### src/rtl/signal_spi_pkg.sv
// Shared definitions for the signal-frame SPI transmitter: frame geometry and FSM state type.
package signal_spi_pkg;

  localparam int unsigned SIGNAL_FRAME_BITS = 48;
  localparam int unsigned SIGNAL_BYTES      = 6;

  typedef enum logic [2:0] {
    StIdle,
    StSetup,
    StShift,
    StHold,
    StGap
  } spi_tx_state_t;

endpackage

### src/rtl/spi_tick_gen.sv
// Phase timer for the SPI transmitter: emits a one-cycle tick every CLK_DIV clk cycles,
// counted from the last cycle in which clear was high.
module spi_tick_gen #(
  parameter int unsigned CLK_DIV = 4
) (
  input  logic clk,
  input  logic reset_n,
  input  logic clear,
  output logic tick
);

  localparam int unsigned CntW = $clog2(CLK_DIV + 1);
  localparam logic [CntW-1:0] CntLast = CntW'(CLK_DIV - 1);

  logic [CntW-1:0] cnt_q;

  // A tick also restarts the count, so each phase that begins on a tick starts from zero.
  assign tick = !clear && (cnt_q == CntLast);

  // Divider counter: held at zero by clear, wraps on every tick.
  always_ff @(posedge clk or negedge reset_n) begin
    if (!reset_n) begin
      cnt_q <= '0;
    end else if (clear || tick) begin
      cnt_q <= '0;
    end else begin
      cnt_q <= cnt_q + CntW'(1);
    end
  end

endmodule

### src/rtl/signal_spi_tx.sv
// SPI controller-side transmitter for the signal frame (CPOL=0, CPHA=0, MSB first).
// Accepts a frame on valid && ready, then drives cs_n / sck / sdo from clk.
// Optional feature: define SIGNAL_SPI_TX_DEDUP_EN to suppress re-sending a frame identical
// to the last one sent; such a frame only produces a done pulse.
module signal_spi_tx
  import signal_spi_pkg::*;
#(
  parameter int unsigned FRAME_BITS = SIGNAL_FRAME_BITS,
  parameter int unsigned CLK_DIV    = 4
) (
  input  logic                  clk,
  input  logic                  reset_n,
  input  logic [FRAME_BITS-1:0] frame,
  input  logic                  valid,
  output logic                  ready,
  output logic                  busy,
  output logic                  done,
  output logic                  cs_n,
  output logic                  sck,
  output logic                  sdo
);

  localparam int unsigned BitW = $clog2(FRAME_BITS + 1);
  localparam logic [BitW-1:0] BitLast = BitW'(FRAME_BITS - 1);

  spi_tx_state_t         state_q;
  logic [FRAME_BITS-1:0] shreg_q;
  logic [FRAME_BITS-1:0] shreg_shl;
  logic [BitW-1:0]       bit_cnt_q;
  logic                  ready_q;
  logic                  busy_q;
  logic                  done_q;
  logic                  cs_n_q;
  logic                  sck_q;
  logic                  sdo_q;

  logic accept;
  logic dup_hit;
  logic tick;
  logic tick_clear;

  assign accept     = valid && (state_q == StIdle);
  assign tick_clear = (state_q == StIdle);
  assign shreg_shl  = shreg_q << 1;

  spi_tick_gen #(
    .CLK_DIV (CLK_DIV)
  ) u_tick_gen (
    .clk     (clk),
    .reset_n (reset_n),
    .clear   (tick_clear),
    .tick    (tick)
  );

`ifdef SIGNAL_SPI_TX_DEDUP_EN
  logic [FRAME_BITS-1:0] last_frame_q;
  logic                  last_ok_q;

  assign dup_hit = last_ok_q && (frame == last_frame_q);

  // Record each frame as it starts; reset clears last_ok, so an aborted frame never counts.
  always_ff @(posedge clk or negedge reset_n) begin
    if (!reset_n) begin
      last_frame_q <= '0;
      last_ok_q    <= 1'b0;
    end else if (accept && !dup_hit) begin
      last_frame_q <= frame;
      last_ok_q    <= 1'b1;
    end
  end
`else
  assign dup_hit = 1'b0;
`endif

  // Frame sequencer; every output is a register updated on the same edge as the state.
  always_ff @(posedge clk or negedge reset_n) begin
    if (!reset_n) begin
      state_q   <= StIdle;
      shreg_q   <= '0;
      bit_cnt_q <= '0;
      ready_q   <= 1'b1;
      busy_q    <= 1'b0;
      done_q    <= 1'b0;
      cs_n_q    <= 1'b1;
      sck_q     <= 1'b0;
      sdo_q     <= 1'b0;
    end else begin
      done_q <= 1'b0;
      unique case (state_q)
        StIdle: begin
          if (accept) begin
            if (dup_hit) begin
              done_q <= 1'b1;
            end else begin
              shreg_q   <= frame;
              bit_cnt_q <= '0;
              ready_q   <= 1'b0;
              busy_q    <= 1'b1;
              cs_n_q    <= 1'b0;
              sdo_q     <= frame[FRAME_BITS-1];
              state_q   <= StSetup;
            end
          end
        end
        StSetup: begin
          if (tick) begin
            sck_q   <= 1'b1;
            state_q <= StShift;
          end
        end
        StShift: begin
          if (tick) begin
            if (sck_q) begin
              // Falling edge: present the next bit, receiver has already sampled this one.
              sck_q   <= 1'b0;
              shreg_q <= shreg_shl;
              if (bit_cnt_q == BitLast) begin
                bit_cnt_q <= '0;
                sdo_q     <= 1'b0;
                state_q   <= StHold;
              end else begin
                bit_cnt_q <= bit_cnt_q + BitW'(1);
                sdo_q     <= shreg_shl[FRAME_BITS-1];
              end
            end else begin
              sck_q <= 1'b1;
            end
          end
        end
        StHold: begin
          if (tick) begin
            cs_n_q  <= 1'b1;
            done_q  <= 1'b1;
            state_q <= StGap;
          end
        end
        StGap: begin
          if (tick) begin
            ready_q <= 1'b1;
            busy_q  <= 1'b0;
            state_q <= StIdle;
          end
        end
        default: begin
          state_q <= StIdle;
        end
      endcase
    end
  end

  assign ready = ready_q;
  assign busy  = busy_q;
  assign done  = done_q;
  assign cs_n  = cs_n_q;
  assign sck   = sck_q;
  assign sdo   = sdo_q;

endmodule

### config.mk
export PLATFORM = sky130hd
export DESIGN_NAME = signal_spi_tx
export DESIGN_NICKNAME = d
export VERILOG_FILES = /design/src/rtl/signal_spi_pkg.sv /design/src/rtl/spi_tick_gen.sv /design/src/rtl/signal_spi_tx.sv
export SDC_FILE = /design/constraint.sdc
export NUM_CORES = 1
export LEC_CHECK = 0
export CORE_MARGIN = 2
export CORE_UTILIZATION = 52
export DETAILED_ROUTE_END_ITERATION = 7
export HOLD_SLACK_MARGIN = 0.06
export PLACE_DENSITY = 0.83
export SLEW_MARGIN = 20
export SYNTH_ARGS = -nofsm -noshare
export SYNTH_HDL_FRONTEND = slang
export SYNTH_HIERARCHICAL = 1
export SYNTH_SLANG_ARGS = --single-unit
### constraint.sdc
create_clock -name clk -period 3 [get_ports clk]
set_input_delay 0.75 -clock clk [delete_from_list [all_inputs] [get_ports clk]]
set_output_delay 0.75 -clock clk [all_outputs]
set_load 0.01 [all_outputs]
**Word level (Yosys, flattened, before mapping)**

Cells that the tools add are included.

- Mux-type cells: 35
- Add/subtract/negate cells: 2
- Reduce and logical (&&, ||, !) cells: 14
- Equality and inequality tests: 13

Operators by type and width:

| kind | number |
|---|---|
| 47-bit 2-to-1 mux | 3 |
| 47-bit case mux with 2 select lines | 1 |
| 3-bit 2-to-1 mux | 8 |
| 6-bit 2-to-1 mux | 4 |
| 3-bit case mux with 5 select lines | 1 |
| 1-bit 2-to-1 mux | 12 |
| 6-bit case mux with 2 select lines | 1 |
| 1-bit case mux with 2 select lines | 5 |
| 3-bit by 2-bit == test with 1-bit output, second input constant | 3 |
| 3-bit AND reduction | 3 |
| 2-bit by 1-bit inequality test with 1-bit output, second input constant | 4 |
| 2-bit nonzero test | 4 |
| 7-bit AND reduction | 1 |
| 6-bit by 1-bit adder with 6-bit output, second input constant | 1 |
| 6-bit == test, second input constant | 1 |
| 2-bit inequality test, second input constant | 3 |
| 4-bit AND reduction | 1 |
| 3-bit by 1-bit adder with 3-bit output, second input constant | 1 |
| 3-bit by 1-bit == test with 1-bit output, second input constant | 1 |
| 3-bit == test, second input constant | 1 |
| 3-bit zero test | 1 |
| 1-bit logical AND | 2 |
| 1-bit zero test | 1 |
| 1-bit logical OR | 1 |

- Input bits: 51
- Register bits: 65
- Logic and storage cells: 74

**Depth between registers and ports, before layout**

Gate-level depths: netlist (run 1).

- Depth in word-level cells: 5
- Depth in mapped cells: 9
- Mapped depth without buffers: 7

**Hierarchy**

The synthesis (run 1) kept the hierarchy.

By module, submodules not included:

| module | times used | cells each | area each (µm²) | seq. area each (µm²) |
|---|---|---|---|---|
| signal_spi_tx | 1 | 287 | 2900.3 | 1554.0 |
| spi_tick_gen | 1 | 10 | 132.6 | 75.1 |

**Worst setup path after synthesis (run 1)**

No wires, ideal clock.

- Path kind: register to register
- Start: reg state_q[2]
- End: reg bit_cnt_q[5]
- Setup slack: 0.738 ns
- Arrival time: 2.193 ns
- Cell stages (with the launch flop): 8
- Data required time: 2.931 ns
- Cells stage by stage: dfrtp_1 clkbuf_1 nor3_1 nor2b_1 nand3_2 a211o_1 or4_1 nand3_1

- Word-level cells in the longest chain between the ends: 5

RTL lines:

| element | RTL line | RTL |
|---|---|---|
| start: declaration | signal_spi_tx.sv:26 | `spi_tx_state_t state_q;` |
| start signal: assignment | signal_spi_tx.sv:78 | `state_q <= StIdle;` |
| start signal: assignment | signal_spi_tx.sv:101 | `state_q <= StSetup;` |
| start signal: assignment | signal_spi_tx.sv:108 | `state_q <= StShift;` |
| 3-bit zero test | signal_spi_tx.sv:43 | `assign tick_clear = (state_q == StIdle);` |
| named net tick_clear | signal_spi_tx.sv:40 | `logic tick_clear;` |
| 1-bit zero test | spi_tick_gen.sv:18 | `assign tick = !clear && (cnt_q == CntLast);` |
| 1-bit logical AND | spi_tick_gen.sv:18 |  |
| named net tick | signal_spi_tx.sv:39 | `logic tick;` |
| 2-bit by 1-bit inequality test with 1-bit output (no source line) | n/a |  |
| 4-bit AND reduction (no source line) | n/a |  |
| end signal: assignment | signal_spi_tx.sv:122 | `bit_cnt_q <= bit_cnt_q + BitW'(1);` |
| end: declaration | signal_spi_tx.sv:29 | `logic [BitW-1:0] bit_cnt_q;` |

The timed path passes the listed nets, and every way through them passes these cells.
A chain may end at the register's enable or synchronous reset.

**Worst setup path in the final report (run 1)**

- Start: reg u_tick_gen.cnt_q[0]
- End: reg bit_cnt_q[0]

- Word-level cells in the longest chain between the ends: 4

RTL lines:

| element | RTL line | RTL |
|---|---|---|
| start: declaration | spi_tick_gen.sv:15 | `logic [CntW-1:0] cnt_q;` |
| start signal: assignment | spi_tick_gen.sv:27 | `cnt_q <= cnt_q + CntW'(1);` |
| 3-bit by 2-bit == test with 1-bit output | spi_tick_gen.sv:18 |  |
| 1-bit logical AND | spi_tick_gen.sv:18 |  |
| named net tick | signal_spi_tx.sv:39 |  |
| 2-bit by 1-bit inequality test with 1-bit output (no source line) | n/a |  |
| 4-bit AND reduction (no source line) | n/a |  |

The timed path passes the listed nets, and every way through them passes these cells.

==> results.md, run 1 <==
* Layout cell share with drive strength beyond 1 at 8.73%
* Worst slew margin at 55.0%
* Die Y at 80.4 um
* Req. time, crit path at 3.22 ns
* Buf/Inv on CP at 1
* I/O Pins at 57
* Root buffer cell: clkbuf_8
* Crit-path cells: ha_1 -> ha_1 -> nor2b_1 -> nand3_2 -> a211o_2 -> buf_4 -> mux2_2
* Max cap viols at 0
* Layout fillers at 431
* Max Buffers Root-to-Sink at 2
* Ys async rst share at 100%
* EDFF count, synth at 0
* Sequential fraction of the synthesis area at 53.7%
* Final Util at 69.3%
* Final Max Tran Viols at 0
* Post-CTS Setup Inserts at 0
* Cells after Synth at 297
* Pleak at 1.66 nW
* Final wirelength at 6050 um
* Skew-Pair Late Insertion Delay at 0.34 ns
* Worst stage delay on the critical path at 0.56 ns
* Starting Density at 54.4%
* CTS Buf Count at 9
* P_int at 2.23 mW
* Die W at 80.4 um
* First-pass GRT wire length at 9860 um
* CP Class: reg -> reg
* Routed via count at 2,280
* IO Port Bufs at 56
* Antenna viol nets, final at 0
* Vias in the first global route at 2,197
* CTS sink count at 65
* Endpoints failing setup at 0
* Flop2flop setup slack at 0.30 ns
* RSZ-0062 raised after global routing: no
* Tmin final at 2.70 ns
* Pre-antenna DRT Iters at 4
* Clock skew at 0.00733 ns
* Peak supply drop at 0.485 mV
* Switching Power at 1.10 mW
* Delay-heaviest family, CP: simple AND/OR/NAND/NOR gates
* Net Count, Synth at 351
* Setup tns final at 0 ns
* Syn. warnings at 6
* Setup WS post-layout at 0.298 ns
* Iter 0 DRT Violations at 142
* Worst Tran Pin Value at 0.675 ns
* Die Area at 0.00646 mm^2
* Yosys top cell by area: dfrtp_1
* Status: completed
* # rows at 27
* Setup WS pre-CTS at 0.413 ns
* Switch share at 33.0%
* Startpoint types: flip-flop
* Worst Hold Class: in -> async
* Number of hold buffers added after cts at 0
* # diodes at 0
* Flop pwr share at 45.4%
* CP max FO at 32
* Synth top area share at 52.0%
* Pwr Density at 860 mW/mm^2
* Comb power frac at 30.0%
* Pwr Total at 3.32 mW
* Largest net degree at the start of global routing at 47
* Max Clk Rate at 0.370 GHz
* Final hold vios at 0
* Initial antenna violation count at 0
* Post-CTS sizing at 0
* Congestion Overflow GR at 0
* Routed len/inst at 14.2 um
* Htree depth at 3
* Post-DP HPWL at 4010 um
* Drt drc at 0
* Area grow syn2layout at 27.4%
* Final Net Count at 404
* Via-per-instance ratio at 5.34
* Dominant synthesized flop cell: dfrtp_1
* Worst Path Arrival at 2.92 ns
* Final period util at 90.1%
* Library cells used by synthesis at 37
* CTS tree: yes
* Clk pwr share at 24.6%
* Gpl congestion at 0.783
* Most used cell, CP: ha_1
* Core area at 0.00557 mm^2
* Synth top area cells: dfrtp_1 (52%), mux2i_1 (15%), o21ai_0 (8.9%)
* Reg clk slew, reported paths at 0.07 ns
* CP endpoint kind: flip-flop
* Mapped cell area at 0.00303 mm^2
* Tot GR Track Use at 20.1%
* #FFs+latches synth at 65
* Syn_area_per_cell at 10.2 um^2
* Slowest cell on crit path: a211o_2
## power by group through the flow
stage               Clock (mW)  Sequential [mW]  Combinational (mW)
floorplan                    0             1.44               0.765
global placement             0             1.49               0.949
detailed placement           0             1.52                1.00
CTS                      0.833             1.51                1.01
global route             0.875             1.55                1.14
finish                   0.817             1.51               0.998
## worst paths after layout
check	from	cells after the start	to
worst max-delay path	u_tick_gen/cnt_q[0]	7	bit_cnt_q[0]
worst min-delay path	reset_n	1	busy
max in group asynchronous	reset_n	2	ready
worst min register to register	u_tick_gen/cnt_q[0]	1	u_tick_gen/cnt_q[0]
min in group clk	u_tick_gen/cnt_q[0]	1	u_tick_gen/cnt_q[0]
worst max register to register	u_tick_gen/cnt_q[0]	7	bit_cnt_q[0]
## state kept, by name, summed over array words and instances (netlist names)
signal	cells
shreg_q	47
done	1
bit_cnt_q	6
u_tick_gen/cnt_q	3
sdo	1
ready	1
state_q	3
sck	1
cs_n	1
busy	1
## worst reg2reg max path: cells and delay by family, from the launching register on
| family | cells | cell delay [ns] |
|---|---|---|
| fa+ha+maj | 2 | 0.39 |
| flops | 1 | 0.35 |
| compound gates | 1 | 0.56 |
| simple gates | 2 | 0.69 |
| mux | 1 | 0.28 |
| buf+inv | 1 | 0.31 |
## synth_stat cells, types with 2 or more instances
| master | n |
|---|---|
| nor3_1 | 4 |
| nor3b_2 | 2 |
| buf_2 | 7 |
| nand2_1 | 58 |
| mux2i_1 | 46 |
| dfstp_2 | 2 |
| nand2b_1 | 2 |
| and3_1 | 2 |
| ha_1 | 3 |
| inv_1 | 5 |
| a31oi_1 | 3 |
| nand3_1 | 3 |
| buf_4 | 4 |
| a21oi_1 | 4 |
| dfrtp_1 | 63 |
| nor2_1 | 8 |
| clkbuf_1 | 7 |
| o21ai_0 | 54 |
| buf_1 | 2 |
## routing by layer
layer / global-route usage (%) / up-vias / wire length (um)
met5: 0 / - / 0
met4: 10.3 / 0 / 92
met3: 4.49 / 12 / 290
met2: 32.3 / 64 / 2970
met1: 25.5 / 1063 / 2700
li1: - / 1141 / -
## cell usage in the layout, fill, tap and decap left out, drive strengths merged, types with 3 or more instances in the layout
cell / instances
dfrtp: 63
nand2: 58
clkdlybuf4s50: 55
o21ai: 54
mux2i: 46
clkbuf: 11
nor2: 8
buf: 7
inv: 5
nor3: 4
a21oi: 4
nand3: 4
a31oi: 3
ha: 3
clkinv: 3
## metrics by stage
step,std cells,area (um^2),hold WS [ns]
final,427,3860,0.436
after global routing,427,3860,0.454
after CTS,427,3860,0.439
after detailed placement,411,3640,0.427
after global placement,411,3640,0.422
after floorplan,297,3030,0.408
## layout make-up
cell class	count	area, um^2	area share [%]
Clock buffer	11	141	3.66
Clock inverter	5	78.8	2.04
Inverter	5	18.8	0.486
Multi-Input combinational cell	207	1290	33.5
Sequential cell	65	1630	42.1
Tap cell	72	90.1	2.33
Timing Repair Buffer	62	613	15.9
## logic make-up after synthesis
family	share of synthesized area (%)
simple gates	13.0
buf+inv	3.88
xor+xnor	0.289
compound gates	12.4
flops	53.7
fa+ha+maj	1.24
mux	15.6
(Power assumes the default switching activity.)
==> run 2: changes to the inputs <==
==> constraint.sdc (replaced) <==
create_clock -name clk -period 3.1 [get_ports clk]
set_input_delay 0.775 -clock clk [delete_from_list [all_inputs] [get_ports clk]]
set_output_delay 0.775 -clock clk [all_outputs]
set_load 0.01 [all_outputs]
==> results.md, run 2 (synthesized netlist as in run 1, its figures left out) <==
* Max Clk Rate at 0.383 GHz (+3.5%)
* Reg-to-reg startpoint: state_q[2]
* Most frequent cells in the layout: dfrtp_1 (63), nand2_1 (58), clkdlybuf4s50_1 (55)
* Clock skew at 0.0110 ns (+0.00368 ns)
* Final Max Tran Viols at 0 (unchanged)
* Iter 0 DRT Violations at 134 (-5.6%)
* Commonest non-fill, non-tap cell in the layout: dfrtp_1
* Worst slew margin at 51.4% (-3.6 points)
* Routed via count at 2,277 (-0.13%)
* Root buffer cell: clkbuf_8
* CTS sink count at 65 (unchanged)
* # rows at 27 (unchanged)
* Slowest cell on crit path: dfrtp_1
* CP max FO at 62 (+94%)
* Congestion Overflow GR at 0 (unchanged)
* Layout cell share with drive strength beyond 1 at 7.91% (-0.82 points)
* Die Y at 80.4 um (unchanged)
* Gpl congestion at 0.788 (+0.69%)
* Number of hold buffers added after cts at 0 (unchanged)
* CTS tree: yes
* I/O Pins at 57 (unchanged)
* Delay-heaviest family, CP: simple AND/OR/NAND/NOR gates
* Setup tns final at 0 ns (unchanged)
* Post-CTS Setup Inserts at 0 (unchanged)
* Via-per-instance ratio at 5.35 (+0.10%)
* Layout fillers at 434 (+0.70%)
* Largest net degree at the start of global routing at 63 (+34%)
* Starting Density at 54.4% (unchanged)
* Final Instance Area at 0.00383 mm^2 (-1.0%)
* CP Class: reg -> reg
* Crit-path cells: nor3_1 -> nor2b_1 -> nand3_2 -> a211o_2 -> buf_4 -> mux2_2
* Post-CTS sizing at 0 (unchanged)
* Worst Tran Pin Value at 0.729 ns (+0.0547 ns)
* Final wirelength at 5680 um (-6.1%)
* Reg clk slew, reported paths at 0.07 ns (about the same)
* Final hold vios at 0 (unchanged)
* Skew-Pair Late Insertion Delay at 0.33 ns (about the same)
* Pre-antenna DRT Iters at 5 (+1)
* Startpoint types: flip-flop
* IO Port Bufs at 56 (unchanged)
* Buf/Inv on CP at 1 (unchanged)
* CTS Buf Count at 9 (unchanged)
* Core area at 0.00557 mm^2 (unchanged)
* CP endpoint kind: flip-flop
* Area grow syn2layout at 26.2%
* Worst Path Arrival at 2.83 ns (-0.09 ns)
* Endpoints failing setup at 0 (unchanged)
* Stages on worst setup path at 6 (-1)
* Drt drc at 0 (unchanged)
* Initial antenna violation count at 0 (unchanged)
* Die W at 80.4 um (unchanged)
* Post-DP HPWL at 3850 um (-4.0%)
* Flop2flop setup slack at 0.49 ns (+0.19 ns)
* Die Area at 0.00646 mm^2 (unchanged)
* Hold depth at 1
* Final period util at 84.2% (-5.9 points)
* RR Endpoint: bit_cnt_q[0]
* Pwr Density at 810 mW/mm^2 (-5.8%)
* Worst Hold Class: reg -> reg
* First-pass GRT wire length at 9840 um (-0.21%)
* Pleak at 1.63 nW (-1.3%)
* Status: completed
* Vias in the first global route at 2,313 (+5.3%)
* Largest Register: shreg_q
* Antenna viol nets, final at 0 (unchanged)
* Final Net Count at 403 (-0.25%)
* Tot GR Track Use at 19.7% (-0.44 points)
* Max FFs per register at 47 (unchanged)
* Max Buffers Root-to-Sink at 2 (unchanged)
* Depth of the most critical reg-to-reg path at 6 (-1)
* DP Area at 0.00364 mm^2 (-0.21%)
* Routed len/inst at 13.3 um (-5.9%)
* RSZ-0062 raised after global routing: no
* Req. time, crit path at 3.32 ns (+0.10 ns)
* # diodes at 0 (unchanged)
* Peak supply drop at 0.456 mV (-6.0%)
* Max cap viols at 0 (unchanged)
* Htree depth at 3 (unchanged)
* Hold Path Sink: u_tick_gen/cnt_q[0]
* Worst hold start: u_tick_gen/cnt_q[0]
* Tmin final at 2.61 ns (-0.0919 ns)
* Top flop regs: shreg_q x47, bit_cnt_q x6
* Worst stage delay on the critical path at 0.61 ns (+0.05 ns)
==> run 2: cell count changes in the layout (fill, tap and decap cells not counted), sizes merged <==
cell	before	now
clkbuf	11	13
buf	7	6
bufinv	2	1
clkinv	3	2
==> run 2: routing by layer <==
layer / global-route usage, % / vias up / share of wire (%)
met5: 0 / - / 0
li1: - / 1137 / -
met1: 24.7 / 1093 / 46
met4: 8.14 / 0 / 1.4
met3: 4.49 / 8 / 3.7
met2: 32.8 / 39 / 49
==> run 2: worst max-delay path by stage <==
| stage | start | endpoint |
|---|---|---|
| floorplan | state_q[2] | bit_cnt_q[5] |
| global placement | valid | bit_cnt_q[0] |
| detailed placement | state_q[2] | bit_cnt_q[0] |
| CTS | state_q[2] | bit_cnt_q[0] |
| global route | state_q[2] | shreg_q[3] |
| finish | state_q[2] | bit_cnt_q[0] |
==> run 2: cell type report <==
class / count / area (um^2) / area share [%]
Clock buffer: 13 / 149 / 3.89
Timing Repair Buffer: 61 / 606 / 15.8
Inverter: 5 / 18.8 / 0.491
Multi-Input combinational cell: 207 / 1290 / 33.8
Clock inverter: 3 / 40.0 / 1.05
Tap cell: 72 / 90.1 / 2.35
Sequential cell: 65 / 1630 / 42.6
==> run 2: stage by stage <==
step                      worst slack, ns  hold WS, ns  cells  utilization, %  total power, mW
final                               0.489        0.433    426            68.6             3.10
after global routing                0.296        0.475    426            68.6             3.35
after CTS                           0.530        0.437    426            68.6             3.12
after detailed placement            0.532        0.429    410            65.3             2.43
after global placement              0.605        0.420    410            65.3             2.36
after floorplan                     0.838        0.408    297               -             2.13
==> run 2: worst reg2reg max path, cell delays in order (launching register included) <==
cell and delay [ns]:
dfrtp_1 0.61, nor3_1 0.20, nor2b_1 0.43, nand3_2 0.17
a211o_2 0.45, buf_4 0.32, mux2_2 0.33
==> run 2: power breakdown <==
group	internal (mW)	switching (mW)
clock	0.392	0.296
combinational	0.455	0.493
sequential	1.22	0.240
total	2.07	1.03
